**config.mk**
```make
export PLATFORM = sky130hd
export DESIGN_NAME = i2c_target_regport
export DESIGN_NICKNAME = d
export VERILOG_FILES = /design/src/rtl/i2c_target_pkg.sv /design/src/rtl/i2c_bus_cond.sv /design/src/rtl/i2c_target_regport.sv
export SDC_FILE = /design/constraint.sdc
export NUM_CORES = 1
export LEC_CHECK = 0
export CAP_MARGIN = 40
export CORE_MARGIN = 3
export CORE_UTILIZATION = 49
export DETAILED_ROUTE_END_ITERATION = 8
export PLACE_DENSITY = 0.76
export SYNTH_ARGS = -nofsm -noshare
export SYNTH_HDL_FRONTEND = slang
export SYNTH_SLANG_ARGS = --single-unit
```
**constraint.sdc**
```tcl
create_clock -name i_clk -period 2 [get_ports i_clk]
set_input_delay 0.3 -clock i_clk [delete_from_list [all_inputs] [get_ports i_clk]]
set_output_delay 0.3 -clock i_clk [all_outputs]
set_load 0.005 [all_outputs]
```
**src/rtl/i2c_target_pkg.sv**
```systemverilog
`default_nettype none
// ============================================================================
//  Module      : i2c_target_pkg
//  Description : Shared definitions for the I2C register-port target:
//                FSM state encoding (4 bits, reported on status[3:0]),
//                status bit positions, ACK/NACK bus levels and the
//                majority-vote helper used by the optional glitch filter.
//  Revision    : 1.0 - initial release
// ============================================================================
package i2c_target_pkg;

    typedef enum logic [3:0] {
        ST_IDLE      = 4'd0,
        ST_DEV_ADDR  = 4'd1,
        ST_ADDR_ACK  = 4'd2,
        ST_REG_PTR   = 4'd3,
        ST_PTR_ACK   = 4'd4,
        ST_WR_DATA   = 4'd5,
        ST_WR_ACK    = 4'd6,
        ST_RD_DATA   = 4'd7,
        ST_RD_ACK    = 4'd8,
        ST_WAIT_STOP = 4'd9
    } state_t;

    localparam int   c_STAT_MATCH_BIT = 4;
    localparam int   c_STAT_NACK_BIT  = 5;

    localparam logic c_ACK  = 1'b0;
    localparam logic c_NACK = 1'b1;

    function automatic logic maj3(input logic [2:0] v);
        return (v[0] & v[1]) | (v[0] & v[2]) | (v[1] & v[2]);
    endfunction

endpackage
`default_nettype wire

```
**src/rtl/i2c_bus_cond.sv**
```systemverilog
`default_nettype none
// ============================================================================
//  Module      : i2c_bus_cond
//  Description : Bus input conditioning. Two-flop synchronizers on SCL/SDA,
//                optional 3-sample majority filter (I2C_TARGET_GLITCH_FILTER_EN),
//                then single-cycle SCL rise/fall and START/STOP pulses.
//  Ports       : i_clk, i_rst      - clock, synchronous active-high reset
//                i_scl, i_sda      - raw asynchronous bus lines
//                o_sda             - conditioned SDA level
//                o_scl_rise/fall   - conditioned SCL edge pulses
//                o_start / o_stop  - bus condition pulses
//  Revision    : 1.0 - initial release
// ============================================================================
module i2c_bus_cond
    import i2c_target_pkg::*;
(
    input  logic i_clk,
    input  logic i_rst,
    input  logic i_scl,
    input  logic i_sda,
    output logic o_sda,
    output logic o_scl_rise,
    output logic o_scl_fall,
    output logic o_start,
    output logic o_stop
);

    // Idle bus is high; reset to 1 so leaving reset never fakes an edge.
    logic [1:0] r_scl_sync;
    logic [1:0] r_sda_sync;
    logic       w_scl;
    logic       w_sda;
    logic       r_scl_d;
    logic       r_sda_d;

    always_ff @(posedge i_clk) begin
        if (i_rst) begin
            r_scl_sync <= 2'b11;
            r_sda_sync <= 2'b11;
        end else begin
            r_scl_sync <= {r_scl_sync[0], i_scl};
            r_sda_sync <= {r_sda_sync[0], i_sda};
        end
    end

`ifdef I2C_TARGET_GLITCH_FILTER_EN
    // A single-sample excursion never wins the 2-of-3 vote.
    logic [2:0] r_scl_hist;
    logic [2:0] r_sda_hist;
    logic       r_scl_flt;
    logic       r_sda_flt;

    always_ff @(posedge i_clk) begin
        if (i_rst) begin
            r_scl_hist <= 3'b111;
            r_sda_hist <= 3'b111;
            r_scl_flt  <= 1'b1;
            r_sda_flt  <= 1'b1;
        end else begin
            r_scl_hist <= {r_scl_hist[1:0], r_scl_sync[1]};
            r_sda_hist <= {r_sda_hist[1:0], r_sda_sync[1]};
            r_scl_flt  <= maj3(r_scl_hist);
            r_sda_flt  <= maj3(r_sda_hist);
        end
    end

    assign w_scl = r_scl_flt;
    assign w_sda = r_sda_flt;
`else
    assign w_scl = r_scl_sync[1];
    assign w_sda = r_sda_sync[1];
`endif

    always_ff @(posedge i_clk) begin
        if (i_rst) begin
            r_scl_d <= 1'b1;
            r_sda_d <= 1'b1;
        end else begin
            r_scl_d <= w_scl;
            r_sda_d <= w_sda;
        end
    end

    // START/STOP require SCL high on both sides of the SDA transition.
    assign o_sda      = w_sda;
    assign o_scl_rise =  w_scl & ~r_scl_d;
    assign o_scl_fall = ~w_scl &  r_scl_d;
    assign o_start    =  w_scl &  r_scl_d &  r_sda_d & ~w_sda;
    assign o_stop     =  w_scl &  r_scl_d & ~r_sda_d &  w_sda;

endmodule
`default_nettype wire

```
**src/rtl/i2c_target_regport.sv**
```systemverilog
`default_nettype none
// ============================================================================
//  Module      : i2c_target_regport
//  Description : I2C target answering one 7-bit address, exposing a
//                byte-addressed register space with auto-incrementing
//                pointer (pointer write, burst write, burst read).
//                Optional macro: I2C_TARGET_GLITCH_FILTER_EN (majority filter
//                on SCL/SDA; master low/high times must then be >= 6 clocks).
//  Ports       : i_clk, i_rst            - clock, sync active-high reset
//                i_scl, i_sda, o_sda_oe  - bus (open-drain SDA pull-down)
//                o_wr_en/addr/data       - one-cycle register write strobe
//                o_rd_req/addr, i_rd_data- read request, data one cycle later
//                o_busy                  - START..STOP
//                o_status                - {2'b0, nacked, matched, state}
//  Revision    : 1.0 - initial release
// ============================================================================
module i2c_target_regport
    import i2c_target_pkg::*;
#(
    parameter logic [6:0] DEV_ADDR = 7'h1D,
    parameter int         REG_AW   = 8
) (
    input  logic              i_clk,
    input  logic              i_rst,
    input  logic              i_scl,
    input  logic              i_sda,
    output logic              o_sda_oe,
    output logic              o_wr_en,
    output logic [REG_AW-1:0] o_wr_addr,
    output logic [7:0]        o_wr_data,
    output logic              o_rd_req,
    output logic [REG_AW-1:0] o_rd_addr,
    input  logic [7:0]        i_rd_data,
    output logic              o_busy,
    output logic [7:0]        o_status
);

    logic w_sda, w_scl_rise, w_scl_fall, w_start, w_stop;

    i2c_bus_cond u_bus_cond (
        .i_clk      (i_clk),
        .i_rst      (i_rst),
        .i_scl      (i_scl),
        .i_sda      (i_sda),
        .o_sda      (w_sda),
        .o_scl_rise (w_scl_rise),
        .o_scl_fall (w_scl_fall),
        .o_start    (w_start),
        .o_stop     (w_stop)
    );

    state_t              r_state,     w_state_nxt;
    logic [3:0]          r_bit_cnt,   w_bit_cnt_nxt;
    logic [7:0]          r_shift,     w_shift_nxt;
    logic [7:0]          r_tx,        w_tx_nxt;
    logic [REG_AW-1:0]   r_ptr,       w_ptr_nxt;
    logic                r_rw,        w_rw_nxt;
    logic                r_sda_oe,    w_sda_oe_nxt;
    logic                r_busy,      w_busy_nxt;
    logic                r_wr_en,     w_wr_en_nxt;
    logic [REG_AW-1:0]   r_wr_addr,   w_wr_addr_nxt;
    logic [7:0]          r_wr_data,   w_wr_data_nxt;
    logic                r_rd_req,    w_rd_req_nxt;
    logic [REG_AW-1:0]   r_rd_addr,   w_rd_addr_nxt;
    logic                r_rd_pend;
    logic                r_matched,   w_matched_nxt;
    logic                r_nacked,    w_nacked_nxt;
    logic                w_addr_hit;

    // General call (0x00) is never acknowledged.
    assign w_addr_hit = (r_shift[7:1] == DEV_ADDR) && (r_shift[7:1] != 7'd0);

    always_ff @(posedge i_clk) begin
        if (i_rst) begin
            r_state   <= ST_IDLE;
            r_bit_cnt <= 4'd0;
            r_shift   <= 8'd0;
            r_tx      <= 8'd0;
            r_ptr     <= '0;
            r_rw      <= 1'b0;
            r_sda_oe  <= 1'b0;
            r_busy    <= 1'b0;
            r_wr_en   <= 1'b0;
            r_wr_addr <= '0;
            r_wr_data <= 8'd0;
            r_rd_req  <= 1'b0;
            r_rd_addr <= '0;
            r_rd_pend <= 1'b0;
            r_matched <= 1'b0;
            r_nacked  <= 1'b0;
        end else begin
            r_state   <= w_state_nxt;
            r_bit_cnt <= w_bit_cnt_nxt;
            r_shift   <= w_shift_nxt;
            r_tx      <= w_tx_nxt;
            r_ptr     <= w_ptr_nxt;
            r_rw      <= w_rw_nxt;
            r_sda_oe  <= w_sda_oe_nxt;
            r_busy    <= w_busy_nxt;
            r_wr_en   <= w_wr_en_nxt;
            r_wr_addr <= w_wr_addr_nxt;
            r_wr_data <= w_wr_data_nxt;
            r_rd_req  <= w_rd_req_nxt;
            r_rd_addr <= w_rd_addr_nxt;
            r_rd_pend <= r_rd_req;
            r_matched <= w_matched_nxt;
            r_nacked  <= w_nacked_nxt;
        end
    end

    always_comb begin
        w_state_nxt   = r_state;
        w_bit_cnt_nxt = r_bit_cnt;
        w_shift_nxt   = r_shift;
        // Read data returns the cycle after the request; capture it then.
        w_tx_nxt      = r_rd_pend ? i_rd_data : r_tx;
        w_ptr_nxt     = r_ptr;
        w_rw_nxt      = r_rw;
        w_sda_oe_nxt  = r_sda_oe;
        w_busy_nxt    = r_busy;
        w_wr_en_nxt   = 1'b0;
        w_wr_addr_nxt = r_wr_addr;
        w_wr_data_nxt = r_wr_data;
        w_rd_req_nxt  = 1'b0;
        w_rd_addr_nxt = r_rd_addr;
        w_matched_nxt = r_matched;
        w_nacked_nxt  = r_nacked;

        // Bus conditions outrank any SCL edge seen in the same cycle.
        if (w_stop) begin
            w_state_nxt  = ST_IDLE;
            w_sda_oe_nxt = 1'b0;
            w_busy_nxt   = 1'b0;
        end else if (w_start) begin
            w_state_nxt   = ST_DEV_ADDR;
            w_bit_cnt_nxt = 4'd0;
            w_sda_oe_nxt  = 1'b0;
            w_busy_nxt    = 1'b1;
        end else begin
            case (r_state)
                ST_IDLE: ;
                ST_DEV_ADDR, ST_REG_PTR, ST_WR_DATA: begin
                    if (w_scl_rise && (r_bit_cnt != 4'd8)) begin
                        w_shift_nxt   = {r_shift[6:0], w_sda};
                        w_bit_cnt_nxt = r_bit_cnt + 4'd1;
                    end else if (w_scl_fall && (r_bit_cnt == 4'd8)) begin
                        w_bit_cnt_nxt = 4'd0;
                        if (r_state == ST_DEV_ADDR) begin
                            w_matched_nxt = w_addr_hit;
                            if (w_addr_hit) begin
                                w_state_nxt  = ST_ADDR_ACK;
                                w_sda_oe_nxt = 1'b1;
                                w_rw_nxt     = r_shift[0];
                                if (r_shift[0]) begin
                                    w_rd_req_nxt  = 1'b1;
                                    w_rd_addr_nxt = r_ptr;
                                end
                            end else begin
                                w_state_nxt  = ST_WAIT_STOP;
                                w_sda_oe_nxt = 1'b0;
                            end
                        end else if (r_state == ST_REG_PTR) begin
                            w_ptr_nxt    = REG_AW'(r_shift);
                            w_sda_oe_nxt = 1'b1;
                            w_state_nxt  = ST_PTR_ACK;
                        end else begin
                            w_wr_en_nxt   = 1'b1;
                            w_wr_addr_nxt = r_ptr;
                            w_wr_data_nxt = r_shift;
                            w_ptr_nxt     = r_ptr + REG_AW'(1);
                            w_sda_oe_nxt  = 1'b1;
                            w_state_nxt   = ST_WR_ACK;
                        end
                    end
                end
                ST_ADDR_ACK: begin
                    if (w_scl_fall) begin
                        if (r_rw) begin
                            // The falling edge that ends the ACK also
                            // presents the first data bit.
                            w_state_nxt   = ST_RD_DATA;
                            w_sda_oe_nxt  = ~r_tx[7];
                            w_tx_nxt      = {r_tx[6:0], 1'b0};
                            w_bit_cnt_nxt = 4'd1;
                        end else begin
                            w_state_nxt   = ST_REG_PTR;
                            w_sda_oe_nxt  = 1'b0;
                            w_bit_cnt_nxt = 4'd0;
                        end
                    end
                end
                ST_PTR_ACK, ST_WR_ACK: begin
                    if (w_scl_fall) begin
                        w_state_nxt   = ST_WR_DATA;
                        w_sda_oe_nxt  = 1'b0;
                        w_bit_cnt_nxt = 4'd0;
                    end
                end
                ST_RD_DATA: begin
                    if (w_scl_fall) begin
                        if (r_bit_cnt == 4'd8) begin
                            w_sda_oe_nxt = 1'b0;
                            w_ptr_nxt    = r_ptr + REG_AW'(1);
                            w_state_nxt  = ST_RD_ACK;
                        end else begin
                            w_sda_oe_nxt  = ~r_tx[7];
                            w_tx_nxt      = {r_tx[6:0], 1'b0};
                            w_bit_cnt_nxt = r_bit_cnt + 4'd1;
                        end
                    end
                end
                ST_RD_ACK: begin
                    if (w_scl_rise) begin
                        if (w_sda == c_ACK) begin
                            w_rd_req_nxt  = 1'b1;
                            w_rd_addr_nxt = r_ptr;
                            w_nacked_nxt  = 1'b0;
                            w_bit_cnt_nxt = 4'd0;
                            w_state_nxt   = ST_RD_DATA;
                        end else begin
                            w_nacked_nxt = 1'b1;
                            w_state_nxt  = ST_WAIT_STOP;
                        end
                    end
                end
                ST_WAIT_STOP: w_sda_oe_nxt = 1'b0;
                default: begin
                    w_state_nxt  = ST_IDLE;
                    w_sda_oe_nxt = 1'b0;
                end
            endcase
        end
    end

    // Gate with reset so SDA is released in the very cycle reset is applied.
    assign o_sda_oe  = r_sda_oe & ~i_rst;
    assign o_wr_en   = r_wr_en;
    assign o_wr_addr = r_wr_addr;
    assign o_wr_data = r_wr_data;
    assign o_rd_req  = r_rd_req;
    assign o_rd_addr = r_rd_addr;
    assign o_busy    = r_busy;
    assign o_status  = {2'b00, r_nacked, r_matched, r_state};

endmodule
`default_nettype wire

```
## Word level (Yosys, flattened, before mapping)

Index checks and enable logic that the tools add are counted.
W data, S select, Z words.

| word-level totals | value |
|---|---|
| bits of input ports | 12 |
| register bits after elaboration | 70 |
| word-level logic and storage cells | 175 |
| output and inout port bits | 36 |

| operators by class | value |
|---|---|
| equality and inequality tests | 35 |
| mux-type cells | 68 |
| bitwise operators | 23 |
| reduce and logical (&&, ||, !) cells | 26 |
| $add $sub $neg | 2 |

Operators by type and width:

| operator | number |
|---|---|
| $mux W8 | 20 |
| $mux W4 | 19 |
| $pmux W8 S2 | 3 |
| $ne A3 B2 Y1 const B | 9 |
| $ne A2 B2 Y1 const B | 12 |
| $pmux W4 S6 | 1 |
| $reduce_and A8 Y1 | 3 |
| $mux W1 | 20 |
| $pmux W4 S5 | 1 |
| $eq A4 B3 Y1 const B | 4 |
| $not A1 Y1 | 15 |
| $reduce_and A7 Y1 | 2 |
| $eq A4 B4 Y1 const B | 3 |
| $reduce_and A6 Y1 | 2 |
| $reduce_and A10 Y1 | 1 |
| $reduce_and A9 Y1 | 1 |
| $add A8 B1 Y8 const B | 1 |
| $and A1 B1 Y1 | 8 |
| $eq A4 B2 Y1 const B | 2 |
| $reduce_and A4 Y1 | 2 |
| $reduce_or A2 Y1 | 4 |
| $eq A7 B5 Y1 const B | 1 |
| $reduce_bool A7 Y1 | 1 |
| $reduce_or A7 Y1 | 1 |
| other kinds (14) | 18 |

## Longest topological paths before layout

| logic depth | value |
|---|---|
| word-level depth | 8 |
| mapped depth | 10 |
| gate-level depth less buffers | 7 |

## By module

From an unflattened synthesis, not the netlist that was laid out.

| unflattened totals | value |
|---|---|
| cell total of the unflattened synthesis | 386 |
| area, all modules | 3278.1 um2 |

Modules (own cells, without submodules):

| module | area each (um2) | cells an instance | instances | seq. area each (um2) |
|---|---|---|---|---|
| i2c_target_regport | 3088.0 | 370 | 1 | 1281.2 |
| i2c_bus_cond | 190.2 | 16 | 1 | 120.1 |

## Worst setup path before layout

No wires, ideal clock.

| path | value |
|---|---|
| kind | flip-flop to flip-flop |
| from | register r_bit_cnt[0] |
| to | register r_wr_addr[0] (netlist: o_wr_addr[0]) |
| clock period less this slack | 1.933 ns |
| stages on the path, launching flop included | 11 |
| path slack | 0.067 ns |
| path buffers | 3 |
| arrival | 1.806 ns |
| library setup time | 0.128 ns |
| data required time | 1.872 ns |
| cells stage by stage | dfxtp_1 inv_1 ha_1 nand3b_1 buf_2 nor2_1 nand4_1 buf_2 buf_2 mux2i_1 nor2_1 |

| between the ends | value |
|---|---|
| longest elaborated chain between the ends | 4 |
| elaborated cells between the ends (all ways) | 6 |
| classes of those cells | eq/ne (2); bitwise (1); reduce/logical (3) |

RTL lines:

| element | RTL line | RTL |
|---|---|---|
| from (decl) | i2c_target_regport.sv:53 | `logic [3:0] r_bit_cnt, w_bit_cnt_nxt;` |
| from (signal assigned) | i2c_target_regport.sv:93 | `r_bit_cnt <= w_bit_cnt_nxt;` |
| $ne A4 B4 Y1 | i2c_target_regport.sv:143 | `if (w_scl_rise && (r_bit_cnt != 4'd8)) begin` |
| $logic_and A1 B1 Y1 | i2c_target_regport.sv:143 |  |
| $not A1 Y1 (no line) | - |  |
| $reduce_and A7 Y1 (no line) * | - |  |
| to (signal assigned) | i2c_target_regport.sv:101 | `r_wr_addr <= w_wr_addr_nxt;` |
| to (decl) | i2c_target_regport.sv:61 | `logic [REG_AW-1:0] r_wr_addr, w_wr_addr_nxt;` |

Mark *: on every way between the ends. The rest lies on a longest branch, timed or not.
A chain may end at the register's enable or synchronous reset.

## Worst setup path after layout

| path | value |
|---|---|
| from | register r_bit_cnt[1] |
| to | register r_bit_cnt[1] |

| between the ends | value |
|---|---|
| longest elaborated chain between the ends | 5 |
| elaborated cells between the ends (all ways) | 13 |
| classes of those cells | add/sub (1); eq/ne (4); mux (5); reduce/logical (3) |

RTL lines:

| element | RTL line | RTL |
|---|---|---|
| $add A4 B1 Y4 or $ne A4 B4 Y1 (tied branches) | i2c_target_regport.sv:145, i2c_target_regport.sv:208, i2c_target_regport.sv:143 |  |
| $mux W4 or $logic_and A1 B1 Y1 (tied branches) | i2c_target_regport.sv:201, i2c_target_regport.sv:143 |  |
| $mux W4, on equally long branches | i2c_target_regport.sv:200, i2c_target_regport.sv:143 |  |
| $pmux W4 S5 | i2c_target_regport.sv:140 | `case (r_state)` |
| $mux W4 | i2c_target_regport.sv:134 | `end else if (w_start) begin` |

Parallel ways exist; a longest one is shown, timed or not. The select of a mux whose other input is x is not followed.

==> impl_metrics.tcl <==
set metrics [dict create \
    use_met3_pct 4.34 \
    critPathLaunchType "flip-flop" \
    drive_above_1_share_pct 21.0 \
    ys_seq_elements 70 \
    die_h_um 90.0 \
    cp-startpoint "r_bit_cnt[1]" \
    cts.htree.levels 3 \
    cts_buffer_depth 2 \
    yosysWarnings 0 \
    post-route-min-period_ns 1.99 \
    antenna_left 0 \
    async_flop_share_pct 0 \
    fin_skew_ns 0.00838 \
    cts_hold_buf 0 \
    combPwrFrac_pct 12.1 \
    dp_cells 533 \
    intPower_mw 2.46 \
    p_seq_share_pct 44.5 \
    outcome "finished, final reports clean" \
    dieArea_um2 8090 \
    syn_area_per_cell_um2 9.04 \
    insertion_delay_ns 0.34 \
    finalCritPeriodShare_pct 99.3 \
    grt_pass1_wl_um 13800 \
    cts_made_buffers 9 \
    fin_ws_ns 0.0141 \
    yosysUniqueCellTypes 61 \
    seq_area_frac_synth_pct 40.6 \
    placed_area_um2 4200 \
    antenna_found_initial 0 \
    routed_via_density 5.46 \
    clk_pin_slew_ns 0.07 \
    pre_cts_slack_ns -0.0191 \
    power.density_nw_per_um2 706 \
    cts.sink_count 70 \
    met1_usage_pct 26.5 \
    diodes 0 \
    end_kind "flip-flop" \
    hold_class "flip-flop to flip-flop" \
    std_cell_rows 29 \
    drt-wirelength-per-cell_um 14.9 \
    setup_violations 0 \
    drt_iter0_drc 193 \
    cellLeakagePower_nw 1.90 \
    synth_top_family_by_area "simple AND/OR/NAND/NOR gates" \
    hpwlAfterDp_um 5730 \
    track_usage_pct 20.5 \
    arrival_ns 2.25 \
    die_w_um 90.0 \
    setup-tns-final_ns 0 \
    yosysTopAreaCellShare_pct 40.6 \
    synth.area.top_cells "dfxtp_1 (41%), mux2i_1 (13%), nor2_1 (7.0%)" \
    finalPower_mw 3.21 \
    synth_adder_area_share_pct 1.09 \
    required_ns 2.27 \
    rsz0062_at_grt "true" \
    yosysTopAreaCell "dfxtp_1" \
    synthMuxAreaShare_pct 15.3 \
    synth_compound_area_share_pct 15.0 \
    initial_utilization_pct 52.3 \
    synth_most_common_cell "dfxtp_1" \
    cts-root-buf "clkbuf_8" \
    areaGrowthSynthToFinish_pct 31.8 \
    postRouteWirelength_um 8250 \
    fmax_ghz 0.504 \
    hold_start "u_bus_cond.r_scl_sync[0]" \
    place.gp.congestion 0.940 \
    first_global_vias 2970 \
    p_sw_share_pct 23.5 \
    fin_area_um2 4550 \
    holdWs_ns 0.409 \
    critical_path.max_fanout 7 \
    nets 472 \
    yosys.area_share.simple_pct 22.0 \
    synth_area_um2 3450 \
    yosys-top-cells-count "dfxtp_1 (70), nor2_1 (64), mux2i_1 (45), nand2_1 (14)" \
    rr_startpoint "r_bit_cnt[1]" \
    fin_util_pct 68.9 \
    drc 0 \
    top_usage_layer "met2" \
    slew_violations 0 \
    criticalPathCategory "flip-flop to flip-flop" \
    synth_xor_area_share_pct 0.507 \
    ios 48 \
    drt_pre_antenna_iters 4 \
    switching_power_mw 0.756 \
    core-area_um2 6600 \
    vias 3027 \
    synth_cells 382 \
    io_buffers 45 \
    cap_violations 0 \
    vdd_drop_max_v 0.000775 \
    grt-ovfl-total 0 \
    pwr-share-clk_pct 43.4 \
    cts_tree "built" \
    grt_max_degree 35 \
    hold_viol_final 0 \
    synth_edf_count 0 \
    grt_use_met2_pct 32.6 \
    final_cells 554 \
    ys.flop_type "dfxtp_1" \
]
==> critical path: stages (launching register included) <==
cell and delay, ns:
dfxtp_2 0.33, inv_1 0.05, ha_1 0.14, nand3b_1 0.18, buf_4 0.24, nor2_2 0.18, o32ai_4 0.15, or4_1 0.51
a21oi_2 0.14
==> area by class of cell <==
cell class,count,area (um^2)
timing repair buffer,93,845
multi-input combinational,274,1900
fill,524,2050
clock inverter,5,106
clock buffer,10,138
sequential,70,1410
tap,93,116
inverter,9,33.8
==> cells in the final DEF, fill, tap and decap left out, drive strengths merged, types with 2 or more instances in the layout <==
master / synthesis / layout
a2111o: 3 / 3
a211o: 2 / 2
a211oi: 4 / 4
a21o: 3 / 3
a21oi: 12 / 12
a22o: 3 / 3
a22oi: 6 / 6
a31oi: 5 / 5
a32o: 2 / 2
and3: 3 / 3
and4b: 2 / 2
buf: 20 / 49
bufinv: 0 / 3
clkbuf: 10 / 10
clkdlybuf4s50: 0 / 44
conb: 1 / 2
dfxtp: 70 / 70
ha: 3 / 3
inv: 9 / 10
mux2: 7 / 7
mux2i: 45 / 45
nand2: 14 / 14
nand2b: 8 / 8
nand3: 6 / 6
nand3b: 3 / 3
nand4: 4 / 4
nor2: 64 / 64
nor2b: 9 / 9
nor3: 11 / 11
nor3b: 2 / 2
nor4: 4 / 4
o211ai: 2 / 2
o21ai: 15 / 15
o32ai: 4 / 4
or2: 6 / 6
or3: 3 / 3
xnor2: 2 / 2
==> worst paths after layout <==
check	end	slack [ns]	cells after the start
hold reg to reg	u_bus_cond.r_scl_sync[1]	0.41	1
setup / recovery	r_bit_cnt[1]	0.01	8
hold / removal	u_bus_cond.r_scl_sync[1]	0.41	1
setup reg to reg	r_bit_cnt[1]	0.01	8
==> per-layer routing <==
metal | wire length, um | share of wire [%]
met5 | 0 | 0
met3 | 416 | 5.0
met2 | 3840 | 46
met4 | 152 | 1.8
met1 | 3850 | 47
==> sequential cells by signal (all words and copies together) (netlist names), 2 cells and up <==
name / cells
r_bit_cnt: 4
u_bus_cond.r_sda_sync: 2
r_tx: 8
r_ptr: 8
o_rd_addr: 8
u_bus_cond.r_scl_sync: 2
r_state: 4
r_shift: 8
o_wr_data: 8
o_wr_addr: 8
==> power groups by stage <==
| stage | Clock, mW | Sequential, mW | Combinational, mW |
|---|---|---|---|
| 3_3_place_gp | 0 | 1.46 | 0.364 |
| 4_1_cts | 1.42 | 1.43 | 0.370 |
| 5_1_grt | 1.47 | 1.43 | 0.423 |
| 6_report | 1.39 | 1.43 | 0.389 |
| 2_1_floorplan | 0 | 1.45 | 0.237 |
| 3_5_place_dp | 0 | 1.46 | 0.367 |
==> cells by family after synthesis <==
kind of cell,after synthesis
and+or+nand+nor,145
AOI/OAI and AO/OA,70
DFF,70
muxes,52
buffers and inverters,39
adders and majority gates,3
xor gates and xnor gates,2
other,1
==> repair_timing <==
action	CTS	global route
cloned	0	0
buffers inserted	3	3
resized for setup	0	15
setup endpoints to repair	9	40
pin swaps	1	1
Power figures use the tool's default switching activity.
